===== src/rtl/mips_muldiv_pkg.sv =====
// Shared opcode/funct constants and FSM state type for the MIPS multiply/divide unit.
package mips_muldiv_pkg;

  localparam logic [2:0] MD_MULT  = 3'b000;
  localparam logic [2:0] MD_MULTU = 3'b001;
  localparam logic [2:0] MD_DIV   = 3'b010;
  localparam logic [2:0] MD_DIVU  = 3'b011;
  localparam logic [2:0] MD_MTHI  = 3'b100;
  localparam logic [2:0] MD_MTLO  = 3'b101;

  localparam logic [5:0] FUNCT_MFHI  = 6'h10;
  localparam logic [5:0] FUNCT_MTHI  = 6'h11;
  localparam logic [5:0] FUNCT_MFLO  = 6'h12;
  localparam logic [5:0] FUNCT_MTLO  = 6'h13;
  localparam logic [5:0] FUNCT_MULT  = 6'h18;
  localparam logic [5:0] FUNCT_MULTU = 6'h19;
  localparam logic [5:0] FUNCT_DIV   = 6'h1a;
  localparam logic [5:0] FUNCT_DIVU  = 6'h1b;

  typedef enum logic [1:0] {
    ST_IDLE = 2'b00,
    ST_RUN  = 2'b01,
    ST_FIX  = 2'b10
  } md_state_e;

  // Decoder helper for the control unit: {issue, op}; MFHI/MFLO only read hi/lo.
  function automatic logic [3:0] md_op_from_funct(input logic [5:0] funct);
    case (funct)
      FUNCT_MULT:  md_op_from_funct = {1'b1, MD_MULT};
      FUNCT_MULTU: md_op_from_funct = {1'b1, MD_MULTU};
      FUNCT_DIV:   md_op_from_funct = {1'b1, MD_DIV};
      FUNCT_DIVU:  md_op_from_funct = {1'b1, MD_DIVU};
      FUNCT_MTHI:  md_op_from_funct = {1'b1, MD_MTHI};
      FUNCT_MTLO:  md_op_from_funct = {1'b1, MD_MTLO};
      FUNCT_MFHI,
      FUNCT_MFLO:  md_op_from_funct = 4'b0000;
      default:     md_op_from_funct = 4'b0000;
    endcase
  endfunction

endpackage


===== src/rtl/mips_muldiv_core.sv =====
// Unsigned radix-2 shift-add multiply / restoring divide engine, one bit per cycle.
module mips_muldiv_core
  import mips_muldiv_pkg::*;
#(
  parameter int WIDTH = 32
) (
  input  logic             clk,
  input  logic             rst_n,
  input  logic             start,
  input  logic             is_div,
  input  logic [WIDTH-1:0] opa,
  input  logic [WIDTH-1:0] opb,
  input  logic             en,
  output logic             last,
  output logic [WIDTH-1:0] acc,
  output logic [WIDTH-1:0] sh
);

  localparam int CW = $clog2(WIDTH + 1);

  logic [WIDTH-1:0] dvs;
  logic             mode_div;
  logic [CW-1:0]    count;
  logic [WIDTH:0]   sum;
  logic [WIDTH:0]   shifted;
  logic [WIDTH:0]   diff;

  always_comb begin
    sum     = {1'b0, acc} + (sh[0] ? {1'b0, dvs} : '0);
    shifted = {acc, sh[WIDTH-1]};
    diff    = shifted - {1'b0, dvs};
  end

  assign last = (count == CW'(1));

  // acc: partial product high half / remainder; sh: multiplier then product low half / dividend then quotient
  always_ff @(posedge clk or negedge rst_n) begin
    if (!rst_n) begin
      acc      <= '0;
      sh       <= '0;
      dvs      <= '0;
      mode_div <= 1'b0;
      count    <= CW'(WIDTH);
    end else if (start) begin
      acc      <= '0;
      sh       <= opa;
      dvs      <= opb;
      mode_div <= is_div;
      count    <= CW'(WIDTH);
    end else if (en) begin
      if (!last) count <= count - CW'(1);
      if (mode_div) begin
        if (!diff[WIDTH]) begin
          acc <= diff[WIDTH-1:0];
          sh  <= {sh[WIDTH-2:0], 1'b1};
        end else begin
          acc <= shifted[WIDTH-1:0];
          sh  <= {sh[WIDTH-2:0], 1'b0};
        end
      end else begin
        {acc, sh} <= {sum, sh[WIDTH-1:1]};
      end
    end
  end

endmodule


===== src/rtl/mips_muldiv.sv =====
// MIPS multiply/divide unit: handshake, FSM, sign conditioning/correction, HI/LO and div_zero.
module mips_muldiv
  import mips_muldiv_pkg::*;
#(
  parameter int WIDTH = 32
) (
  input  logic             clk,
  input  logic             rst_n,
  input  logic             req_valid,
  output logic             req_ready,
  input  logic [2:0]       op,
  input  logic [WIDTH-1:0] a,
  input  logic [WIDTH-1:0] b,
  output logic             busy,
  output logic             done,
  output logic             div_zero,
  output logic [WIDTH-1:0] hi,
  output logic [WIDTH-1:0] lo
);

  md_state_e state, state_nx;

  logic             accept, is_md, is_mt, sa, sb;
  logic [WIDTH-1:0] mag_a, mag_b;
  logic             last;
  logic [WIDTH-1:0] acc, sh;
  logic             mode_div, neg_res, neg_rem, dz_pend;
  logic [2*WIDTH-1:0] prod, prod_fix;
  logic [WIDTH-1:0] q_fix, r_fix, fix_hi, fix_lo;

  assign req_ready = (state == ST_IDLE);
  assign busy      = ~req_ready;
  assign accept    = req_valid && req_ready;
  assign is_md     = ~op[2];
  assign is_mt     = (op == MD_MTHI) || (op == MD_MTLO);

  // Signed ops (MULT/DIV have op[0]==0) run on magnitudes; 2^(WIDTH-1) fits unsigned.
  assign sa    = ~op[0] & a[WIDTH-1];
  assign sb    = ~op[0] & b[WIDTH-1];
  assign mag_a = sa ? -a : a;
  assign mag_b = sb ? -b : b;

  mips_muldiv_core #(.WIDTH(WIDTH)) u_core (
    .clk    (clk),
    .rst_n  (rst_n),
    .start  (accept && is_md),
    .is_div (op[1]),
    .opa    (mag_a),
    .opb    (mag_b),
    .en     (state == ST_RUN),
    .last   (last),
    .acc    (acc),
    .sh     (sh)
  );

  always_ff @(posedge clk or negedge rst_n) begin
    if (!rst_n) state <= ST_IDLE;
    else        state <= state_nx;
  end

  always_comb begin
    state_nx = state;
    case (state)
      ST_IDLE: if (accept && is_md) state_nx = ST_RUN;
      ST_RUN:  if (last) state_nx = ST_FIX;
      ST_FIX:  state_nx = ST_IDLE;
      default: state_nx = ST_IDLE;
    endcase
  end

  // Divide by zero: engine yields q=all ones, r=|a|; negating r by a's sign restores hi=a.
  always_comb begin
    prod     = {acc, sh};
    prod_fix = neg_res ? -prod : prod;
    q_fix    = neg_res ? -sh : sh;
    r_fix    = neg_rem ? -acc : acc;
    if (mode_div) begin
      fix_hi = r_fix;
      fix_lo = dz_pend ? '1 : q_fix;
    end else begin
      fix_hi = prod_fix[2*WIDTH-1:WIDTH];
      fix_lo = prod_fix[WIDTH-1:0];
    end
  end

  always_ff @(posedge clk or negedge rst_n) begin
    if (!rst_n) begin
      mode_div <= 1'b0;
      neg_res  <= 1'b0;
      neg_rem  <= 1'b0;
      dz_pend  <= 1'b0;
    end else if (accept && is_md) begin
      mode_div <= op[1];
      neg_res  <= sa ^ sb;
      neg_rem  <= op[1] ? sa : (sa ^ sb);
      dz_pend  <= op[1] && (b == '0);
    end
  end

  always_ff @(posedge clk or negedge rst_n) begin
    if (!rst_n) begin
      hi       <= '0;
      lo       <= '0;
      done     <= 1'b0;
      div_zero <= 1'b0;
    end else begin
      done <= (state == ST_FIX) || (accept && is_mt);
      if (state == ST_FIX) begin
        hi <= fix_hi;
        lo <= fix_lo;
        if (dz_pend) div_zero <= 1'b1;
      end
      if (accept) begin
        div_zero <= 1'b0;
        if (op == MD_MTHI) hi <= a;
        if (op == MD_MTLO) lo <= a;
      end
    end
  end

endmodule


===== config.mk =====
export PLATFORM = sky130hd
export DESIGN_NAME = mips_muldiv
export DESIGN_NICKNAME = d
export VERILOG_FILES = /design/src/rtl/mips_muldiv_pkg.sv /design/src/rtl/mips_muldiv_core.sv /design/src/rtl/mips_muldiv.sv
export SDC_FILE = /design/constraint.sdc
export NUM_CORES = 1
export LEC_CHECK = 0
export CORE_AREA = 4 4 181 183
export DETAILED_ROUTE_END_ITERATION = 10
export DIE_AREA = 0 0 185 187
export GPL_TIMING_DRIVEN = 0
export MAX_ROUTING_LAYER = met4
export PLACE_DENSITY_LB_ADDON = 0.25
export SYNTH_ARGS = -nofsm -noshare
export SYNTH_HDL_FRONTEND = slang
export SYNTH_SLANG_ARGS = --single-unit
export TNS_END_PERCENT = 20

===== constraint.sdc =====
create_clock -name clk -period 3.65 [get_ports clk]
set_input_delay 0.73 -clock clk [delete_from_list [all_inputs] [get_ports clk]]
set_output_delay 0.73 -clock clk [all_outputs]
set_load 0.02 [all_outputs]

* Word-level counts from Yosys, hierarchy flattened *
Index checks and enable logic that the tools add are counted.

word-level totals
  flip-flop bits (word level) = 174
  bits of input ports = 70
  output and inout bits = 68
  word-level logic and storage cells = 82

cells by class
  add/sub/neg operators = 8
  equality and inequality tests = 8
  multiplexer cells = 33
  bitwise gates (word level) = 6
  reductions and logical operators = 14

operator list
  cell                                                                count
  32-bit 2-to-1 mux                                                   21
  32-bit negation                                                     4
  64-bit 2-to-1 mux                                                   1
  64-bit negation                                                     1
  32-bit by 33-bit adder with 33-bit output                           1
  33-bit by 32-bit subtractor with 33-bit output                      1
  32-bit zero test                                                    1
  6-bit 2-to-1 mux                                                    3
  3-bit == test, second input constant                                2
  6-bit by 1-bit == test with 1-bit output, second input constant     1
  2-bit AND reduction                                                 3
  2-bit nonzero test                                                  3
  6-bit by 1-bit subtractor with 6-bit output, second input constant  1
  1-bit 2-to-1 mux                                                    5
  1-bit logical AND                                                   4
  2-bit 2-to-1 mux                                                    2
  2-bit by 1-bit != test with 1-bit output, second input constant     2
  2-bit one-hot mux with 2 select lines                               1
  1-bit inverter                                                      3
  1-bit AND                                                           2
  2-bit by 1-bit == test with 1-bit output, second input constant     1
  2-bit == test, second input constant                                1
  2-bit zero test                                                     1
  1-bit logical OR                                                    2
  other kinds (2)                                                     2

* Longest topological paths before layout *
  depth in word-level cells = 7
  mapped depth = 16
  mapped depth without buffers = 14

* By module *
Synthesis repeated with hierarchy kept, for this count alone.

unflattened totals
  cell total of the unflattened synthesis = 1,982
  area total of the unflattened synthesis = 15,516.1 µm²

modules (own cells, without submodules)
  module            times used  cells an instance  area each (µm²)  seq. area each (µm²)
  mips_muldiv_core  1           1,095              8,699.6          2,578.7
  mips_muldiv       1           887                6,816.5          1,801.7

* Least setup slack after synthesis *
OpenSTA, ideal clock, no wires.

  kind = reg-to-reg
  from = register u_core.sh[0]
  to = register hi[30]
  library setup time = 0.137 ns
  data arrival time = 3.556 ns
  data required time = 3.513 ns
  slack = -0.043 ns
  cell stages (with the launch flop) = 16
  buffers on the path = 4
  period minus slack after synthesis = 3.693 ns
  cell sequence = dfrtp_1 > clkbuf_1 > inv_1 > clkbuf_1 > ha_1 > nand2_1 > or4_1 > buf_2 > or3_4 > or3_4 > and2_4 > buf_6 > or3_4 > o41ai_4 > xor2_1 > a21oi_1

between the ends
  word-level cells in the longest chain between the ends = 6

ends and longest elaborated chain
  item                    RTL line                text
  start, declared         mips_muldiv_core.sv:16  output logic [WIDTH-1:0] sh
  start signal, assigned  mips_muldiv_core.sv:46  sh <= opa;
  start signal, assigned  mips_muldiv_core.sv:55  sh <= {sh[WIDTH-2:0], 1'b1};
  start signal, assigned  mips_muldiv_core.sv:58  sh <= {sh[WIDTH-2:0], 1'b0};
  64-bit negation *       mips_muldiv.sv:74       prod_fix = neg_res ? -prod : prod;
  64-bit 2-to-1 mux *     mips_muldiv.sv:74
  32-bit 2-to-1 mux *     mips_muldiv.sv:77       if (mode_div) begin
  32-bit 2-to-1 mux *     mips_muldiv.sv:108      if (state == ST_FIX) begin
  32-bit 2-to-1 mux       mips_muldiv.sv:115      if (op == MD_MTHI) hi <= a;
  32-bit 2-to-1 mux *     mips_muldiv.sv:113      if (accept) begin
  end signal, assigned    mips_muldiv.sv:109      hi <= fix_hi;
  end, declared           mips_muldiv.sv:17       output logic [WIDTH-1:0] hi,

Every way passes the cells marked *; elsewhere a longest branch is shown, timed or not.
A chain may end at the register's enable or synchronous reset.

* Worst setup path after layout *
  from = register u_core.sh[0]
  to = register hi[16]

Same word-level chain as after synthesis.

==> impl_metrics.json <==
{
  "status": "finished clean",
  "diodes": 0,
  "cts_hold_buf": 0,
  "gp_congestion": 1.01,
  "start_util_pct": 44.6,
  "multiInputGateArea_um2": 9190,
  "cp.arrival_ns": 3.99,
  "fin_crit_ns": 3.65,
  "post_drt_wl_per_cell_um": 21.3,
  "crit_fanout": 6,
  "max-cap-violations": 0,
  "r2r_setup_slack_ns": 0.003,
  "layout_commonest_cell": "nand2_1",
  "static-leakage-power_nw": 6.72,
  "synthFlopType": "dfrtp_1",
  "syn_to_final_growth_pct": 21.4,
  "fin_util_pct": 54.1,
  "vias_per_cell": 6.08,
  "fillers": 3010,
  "synthCells": 1749,
  "via_count": 14200,
  "numCtsBuffers": 17,
  "holdCritPathClass": "in2async",
  "dp_hpwl_mm": 38.5,
  "die_w_um": 185,
  "worstSetupStartpointType": "register",
  "postRouteAntennaNets": 0,
  "die_area_um2": 34600,
  "critPathRequiredTime_ns": 3.99,
  "tightest_slew_ns": 0.976,
  "grt_max_degree": 116,
  "routed_wl_mm": 49.8,
  "cts_tree": "done",
  "post-route-cell-area_um2": 16900,
  "io_buffers": 134,
  "clock_skew_ns": 0.0220,
  "ys_types": 66,
  "cts.htree.levels": 4,
  "antenna_found_initial": 0,
  "drtIter0Drc": 1245,
  "rsz0062_at_grt": "true",
  "period_share_pct": 99.9,
  "clock_path_buffers": 2,
  "cts_sinks": 174,
  "synth_edf_count": 0,
  "ys_seq_area_share_pct": 31.3,
  "dp_slack_ns": -0.979,
  "synthesis.nets": 1891,
  "clkTransAtPathRegs_ns": 0.08,
  "hold_viol": 0,
  "ys_warn_count": 0,
  "timing.fmax_mhz": 274,
  "detailed_place.area_um2": 15800,
  "layout-drive-gt1-share_pct": 7.08,
  "synth_area_um2": 13900,
  "row_count": 65,
  "clockRootBuffer": "clkbuf_16",
  "setup_viol": 0,
  "io_pins": 138,
  "ys_seq_elements": 174,
  "ff_latch_area_um2": 4360,
  "core-area_um2": 31200,
  "relSlewSlack_pct": 34.9,
  "first_pass_iters": 6,
  "cp-end-kind": "register",
  "powerDensity_nw_per_um2": 245,
  "grt_overflow_total": 0,
  "track_usage_pct": 29.0,
  "setup_slack_ns": 0.00258,
  "path_class": "reg2reg",
  "drcViolationCount": 0,
  "nets": 2064,
  "vdd_ir_drop_max_mv": 0.318,
  "grt_pass1_vias": 13700,
  "die_y_um": 187,
  "mostFrequentLayoutCells": "nand2_1 (200), o21ai_0 (191), dfrtp_1 (168)",
  "clkLatencyLatePin_ns": 0.47,
  "grt_pass1_wl_mm": 77.2,
  "syn-mean-instance-area_um2": 7.96,
  "synthArstFlopShare_pct": 100,
  "drv_slew": 0
}
-- worst max-delay path, stage by stage, from the launching register on --
cell	delay, ns
dfrtp_2	0.46
inv_4	0.11
clkbuf_16	0.15
ha_4	0.15
nand2_4	0.06
or4_4	0.42
buf_6	0.15
or3_4	0.39
or3_4	0.42
and2_4	0.21
or3_4	0.42
o21ai_0	0.20
xor2_1	0.28
a21oi_1	0.11
-- flip-flops by register name, summed over array words and instances, names as in the netlist, 2 cells and up --
name and count:
hi 32, lo 32, u_core.acc 32, u_core.dvs 32
u_core.sh 32, u_core.count 6, state 2
-- routing by layer --
metal | vias up | wire [um] | track usage (%)
li1 | 6672 | - | -
met2 | 555 | 24000 | 47.7
met5 | - | 0 | -
met3 | 127 | 3020 | 3.23
met4 | 0 | 2330 | 12.0
met1 | 6865 | 20500 | 36.4
-- cells in the mapped netlist, types with 31 or more instances --
cell        n  area share, %
xor2_1     75            4.7
ha_1       70            6.3
mux2i_1    40            2.9
clkbuf_1   92            2.5
o211ai_1   36            1.9
inv_1      69            1.9
nor2_1    131            3.5
xnor2_1   101            6.4
o22ai_1    64            2.9
nor3_1     31            1.1
o21ai_0   197            7.1
nand2_1   201            5.4
dfrtp_1   173             31
a21oi_1   137            4.9
-- per-stage QoR --
step	setup TNS, ns	hold slack, ns	power (W)	instances
global route	-0.343	0.235	0.00425	2337
CTS	-0.0196	0.207	0.00415	2330
global placement	-1007.11	0.465	0.00223	2285
finish	0	0.197	0.00413	2337
floorplan	0	0.434	0.00206	1749
detailed placement	-31.02	0.471	0.00224	2286
-- repair_timing --
| item | 4_1_cts | 5_1_grt |
|---|---|---|
| pin swaps | 13 | 12 |
| setup endpoints to repair | 55 | 47 |
| resized for setup | 62 | 38 |
| setup buffers | 15 | 10 |
| cloned | 0 | 0 |
-- layout make-up --
type,count,share of cell area (%)
repair buffers,160,9.27
clock inverters,12,0.881
inverters,69,1.56
flip-flops and latches,174,25.8
clock buffers,20,2.64
plain buffers,96,2.49
well taps,402,2.98
multi-input cells,1404,54.4
-- where the power goes --
group	leakage (nW)	internal (W)	switching [W]	total, W
clock network	0.289	0.00105	0.000884	0.00193
logic	4.46	0.000118	0.000160	0.000278
registers	1.97	0.00193	0	0.00193
-- cells by family (layout without fill, tap and decap cells) --
| logic type | count (synthesis) | count (layout) | share of synthesized area, % |
|---|---|---|---|
| AOI/OAI and AO/OA | 596 | 596 | 26.1 |
| xor gates and xnor gates | 176 | 176 | 11.1 |
| adders and majority gates | 72 | 72 | 6.58 |
| buffers and inverters | 171 | 357 | 4.67 |
| DFF | 174 | 174 | 31.3 |
| muxes | 41 | 41 | 2.96 |
| and+or+nand+nor | 519 | 519 | 17.4 |
-- worst paths after layout --
path,startpoint,cells past startpoint,to
setup / recovery,u_core.sh[0]$_DFFE_PN0P_,13,hi[16]$_DFF_PN0_
hold / removal,rst_n,1,lo[9]$_DFF_PN0_
setup reg to reg,u_core.sh[0]$_DFFE_PN0P_,13,hi[16]$_DFF_PN0_
hold reg to reg,u_core.dvs[25]$_DFFE_PN0P_,2,u_core.dvs[25]$_DFFE_PN0P_
max in group asynchronous,rst_n,2,u_core.dvs[25]$_DFFE_PN0P_
min in group clk,u_core.dvs[25]$_DFFE_PN0P_,2,u_core.dvs[25]$_DFFE_PN0P_
No activity file was read; power rests on OpenSTA's default activity.
==> patch 1: new RTL, same flow settings <==
Reset style: synchronous (`rst_n`), changed in 4 clocked blocks.
--- a/src/rtl/mips_muldiv_core.sv
+++ b/src/rtl/mips_muldiv_core.sv
@@ -35,5 +35,5 @@
 
   // acc: partial product high half / remainder; sh: multiplier then product low half / dividend then quotient
-  always_ff @(posedge clk or negedge rst_n) begin
+  always_ff @(posedge clk) begin
     if (!rst_n) begin
       acc      <= '0;
--- a/src/rtl/mips_muldiv.sv
+++ b/src/rtl/mips_muldiv.sv
@@ -54,5 +54,5 @@
   );
 
-  always_ff @(posedge clk or negedge rst_n) begin
+  always_ff @(posedge clk) begin
     if (!rst_n) state <= ST_IDLE;
     else        state <= state_nx;
@@ -84,5 +84,5 @@
   end
 
-  always_ff @(posedge clk or negedge rst_n) begin
+  always_ff @(posedge clk) begin
     if (!rst_n) begin
       mode_div <= 1'b0;
@@ -98,5 +98,5 @@
   end
 
-  always_ff @(posedge clk or negedge rst_n) begin
+  always_ff @(posedge clk) begin
     if (!rst_n) begin
       hi       <= '0;
Behaviour: differs if rst_n is asserted again (counterexample within 4 cycles, from zero or initial values and one cycle with rst_n low); with rst_n held inactive, the same outputs for 4 cycles.
==> patch 1 against the unedited design <==
Synthesized area shrank 0.61%. Sequential cell count unchanged. Clock skew is 0.0060 ns lower. Cell area fell by 1.8%. Worst hold slack better by 0.31 ns. Wire length rose by 10%. Die area unchanged. First-iteration DRC count increased by 5.5%. Global-route usage up 2.4 points. Synthesized cell count is 2.7% higher. Setup slack improved by 0.064 ns. Critical path type unchanged. Critical endpoint is now u_core.acc[4].
Power is not compared: it rests on default switching activity, and its combinational part moved more than twofold at a synthesized area within 25%.
==> patch 1: results <==
[setup_path]
slowest_delay_ns = 0.40
r2r-start = u_core.sh[31]
rr_worst_depth = 15
ff2ff_setup_slack_ns = 0.07
rr_endpoint = u_core.acc[4]
crit_arrival_ns = 3.97

[yosys]
synth.distinct_cells = 80
synth-adder-area-share_pct = 6.62
synth_mux_area_share_pct = 2.93
synth_flop_cell = dfxtp_1
ys_async_sr_fraction_pct = 0
synth_fp_nets = 1939
synth_commonest_cells = dfxtp_1 (174), nand2_1 (174), a21oi_1 (156), nor2_1 (145), xnor2_1 (118)
synth-xor-area-share_pct = 11.4
synth-seq-area-share_pct = 25.2
ys_top_cells_by_area = dfxtp_1 (25%), xnor2_1 (7.5%), ha_1 (6.3%)

[timing]
holdWs_ns = 0.506
maxSlewHeadroom_pct = 31.0

[route]
wl_met1_mm = 22.6
wl_met2_mm = 26.3
dr_total_vias = 14800
drt_iter0_drc = 1314
drt-total-wl_mm = 55.0

[min_path]
min_path_type = flop to flop

[global_routing]
grt_usage_pct = 31.4
grt_start_max_net_pins = 19

[clocking]
clk_latency_ns = 0.45

[final_layout]
num-fill-cells = 3114
drive_above_1_share_pct = 6.41

[outcome]
status = finished, final reports clean

[placed_design]
port_buffers = 133
place_hpwl_mm = 43.1
gp_congestion = 0.960
[patch 1: cell count changes after synthesis, sizes merged, moves of 17 or more]
cell | before | now
nand2 | 201 | 175
o21ai | 197 | 110
a21oi | 137 | 156
o211a | 0 | 36
xnor2 | 101 | 119
a21boi | 4 | 39
clkbuf | 92 | 109
a22oi | 24 | 1
o22ai | 64 | 18
o221ai | 3 | 71
dfrtp | 173 | 0
dfxtp | 0 | 174
[patch 1: where the power goes]
part | switching [uW] | internal, uW | leakage, uW | total, uW
logic | 1190 | 813 | 0.00473 | 2010
clock network | 956 | 955 | 0.000293 | 1910
registers | 128 | 2000 | 0.00142 | 2120
total | 2280 | 3760 | 0.00644 | 6040
[patch 1: kinds of logic after synthesis]
logic type,count (synthesis)
AOI/OAI and AO/OA,618
and+or+nand+nor,528
buffers and inverters,187
xor gates and xnor gates,179
DFF,174
adders and majority gates,72
muxes,39
[patch 1: worst max path at each step]
stage	start	depth (start not counted)	endpoint	slack, ns
finish	u_core.sh[31]	15	u_core.acc[4]	0.07
global route	u_core.sh[31]	14	u_core.acc[15]	-0.02
CTS	u_core.sh[0]	14	u_core.acc[25]	-0.003
detailed placement	u_core.sh[0]	14	u_core.acc[29]	-0.82
global placement	u_core.sh[0]	14	u_core.acc[27]	-0.86
floorplan	u_core.sh[31]	14	u_core.acc[17]	0.30
[patch 1: metrics by stage]
stage	util (%)	instance area (um2)	worst slack [ns]	std cells
after floorplan	-	13800	0.304	1797
after global placement	50.2	15700	-0.856	2332
after detailed placement	50.2	15700	-0.822	2332
after CTS	52.5	16400	-0.00294	2365
after global routing	53.1	16600	-0.0156	2368
final	53.1	16600	0.0662	2368
[patch 1: worst max-delay path, delay by kind of cell (launching register included)]
kind,cells,cell delay (ns)
and+or+nand+nor,2,0.21
xor gates and xnor gates,1,0.15
adders and majority gates,2,0.60
DFF,1,0.40
buffers and inverters,3,0.46
AOI/OAI and AO/OA,7,1.68
[patch 1: what timing repair did]
action | 4_1_cts | 5_1_grt
setup endpoints to repair | 55 | 50
buffers inserted | 1 | 8
pin swaps | 1 | 8
gates resized for setup | 35 | 37
[patch 1: final cells by class]
cell class                      count  area share, %
Multi-Input combinational cell   1436           59.3
Sequential cell                   174           21.0
Timing Repair Buffer              142           8.56
Buffer                            122           3.10
Tap cell                          402           3.03
Clock buffer                       19           2.73
Inverter                           60           1.39
Clock inverter                     13          0.822
[patch 1: routing by layer]
layer / GRT usage (%) / vias to the layer above
li1: - / 6909
met4: 13.5 / 0
met3: 3.58 / 144
met1: 38.9 / 7072
met2: 51.7 / 641
met5: - / -
==> patch 2: new RTL, same flow settings <==
Without the edit above. `WIDTH` is set to 32 in 2 places; all go to 16.
--- a/src/rtl/mips_muldiv_core.sv
+++ b/src/rtl/mips_muldiv_core.sv
@@ -3,5 +3,5 @@
   import mips_muldiv_pkg::*;
 #(
-  parameter int WIDTH = 32
+  parameter int WIDTH = 16
 ) (
   input  logic             clk,
--- a/src/rtl/mips_muldiv.sv
+++ b/src/rtl/mips_muldiv.sv
@@ -3,5 +3,5 @@
   import mips_muldiv_pkg::*;
 #(
-  parameter int WIDTH = 32
+  parameter int WIDTH = 16
 ) (
   input  logic             clk,
Ports: changed (resized a, b, hi and lo); port bits go from 138 to 74. No check against the original RTL was run, so the function may have changed too.
==> patch 2 against the unedited design <==
Die area stayed put. Worst hold slack better by 0.14 ns. Via count fell by 50%. Cell area decreased by 47%. Sequential share of layout area is 0.35 points higher. Wire length decreased by 47%. Sequential cell count shrank 81. Clock skew down 0.0044 ns. Highest routed layer unchanged. Synthesized area shrank 47%. Setup slack gained 0.29 ns.
Power is left out: it rests on default switching activity, and per cell area and clock period it moved more than threefold.
==> patch 2: results <==
[yosys]
ys_async_sr_fraction_pct = 100
synth-seq-area-share_pct = 31.8
synth_commonest_cells = nand2_1 (100), dfrtp_1 (92), nor2_1 (88), a21oi_1 (63), xnor2_1 (54)
synth_fp_nets = 969
ys_top_cells_by_area = dfrtp_1 (31%), ha_1 (6.5%), xnor2_1 (6.4%)
synth_flop_cell = dfrtp_1
synth.distinct_cells = 82
ys.warnings.count = 0

[global_routing]
met1_usage_pct = 22.5
grt.met3_usage_pct = 2.31
grt_pass1_wl_mm = 40.9
grt_usage_pct = 15.3
antenna_found_initial = 0
groute.layer.met2.usage_pct = 22.2
grt_start_max_net_pins = 59
grt_pass1_vias = 6972

[route]
viasPerCell = 5.18
drt_iter0_drc = 433
routed.top_layer = met4
wl_met3_mm = 1.51
firstDrtPassIters = 5
drt-total-wl_mm = 26.3
wl_met2_mm = 11.3
wl_met1_mm = 13.0

[setup_path]
path_max_fanout = 10
cpLargestDelayFamily = compound AO/OA/AOI/OAI gates
rr_worst_depth = 10
crit_arrival_ns = 3.59
cp_slowest_cell = clkbuf_1
slowest_delay_ns = 0.57

[clocking]
cts_setup_buffers = 0
cts.repair.resized = 0
cts_buffers = 9
cts_buffer_depth = 2
root_buffer = clkbuf_16
cts.clk_slew.worst_paths_ns = 0.07
clk_latency_ns = 0.37
ctsHtreeMaxLevel = 3

[outcome]
status = finished, final reports clean

[final_layout]
drive_above_1_share_pct = 4.60
fin_nets = 1052
n_antenna_cell = 0
num-fill-cells = 3428

[placed_design]
port_buffers = 71
gp_congestion = 0.915
place_hpwl_mm = 20.3

[timing]
maxSlewHeadroom_pct = 38.6
finClkSkew_ns = 0.0176
slew_violations = 0

[min_path]
min_path_type = input port to async pin
==> patch 2: cell count changes in the layout (fill, tap and decap cells not counted), moves of 43 or more <==
cell	before	now
a21oi_1	135	63
clkbuf_1	80	37
clkdlybuf4s50_1	132	70
dfrtp_1	168	92
nand2_1	200	100
nor2_1	131	88
o21ai_0	191	51
xnor2_1	101	54
xor2_1	74	21
==> patch 2: logic make-up after synthesis <==
kind of cell	after synthesis	share of synthesized area, %
xor gates and xnor gates	76	9.18
buffers and inverters	83	4.56
adders and majority gates	40	7.03
AOI/OAI and AO/OA	278	24.7
DFF	93	31.8
and+or+nand+nor	291	18.6
muxes	30	4.15
==> patch 2: cell type report <==
class	instances	area, um2	area share (%)
Multi-Input combinational cell	715	4670	52.5
Clock buffer	10	239	2.68
Sequential cell	93	2330	26.1
Inverter	39	146	1.64
Timing Repair Buffer	72	736	8.26
Tap cell	402	503	5.65
Buffer	44	188	2.11
Clock inverter	6	93.8	1.05
==> patch 2: final timing paths <==
check / from / to / slack [ns]
worst max-delay path: u_core.sh[0] / u_core.acc[7] / 0.29
worst min-delay path: rst_n / lo[2] / 0.34
worst max register to register: u_core.sh[0] / u_core.acc[7] / 0.29
worst min register to register: u_core.dvs[7] / u_core.dvs[7] / 0.48
max in group asynchronous: rst_n / u_core.count[4] / 2.60
min in group clk: u_core.dvs[7] / u_core.dvs[7] / 0.48
==> patch 2: through the flow <==
step                      setup WS [ns]  cell area, um2  instances  hold WS (ns)
after floorplan                   0.988            7330        891         0.434
after global placement            -2.05            8550       1364         0.467
after detailed placement          0.168            8570       1365         0.472
after CTS                         0.282            8900       1381         0.368
after global routing              0.138            8900       1381         0.386
final                             0.293            8900       1381         0.339
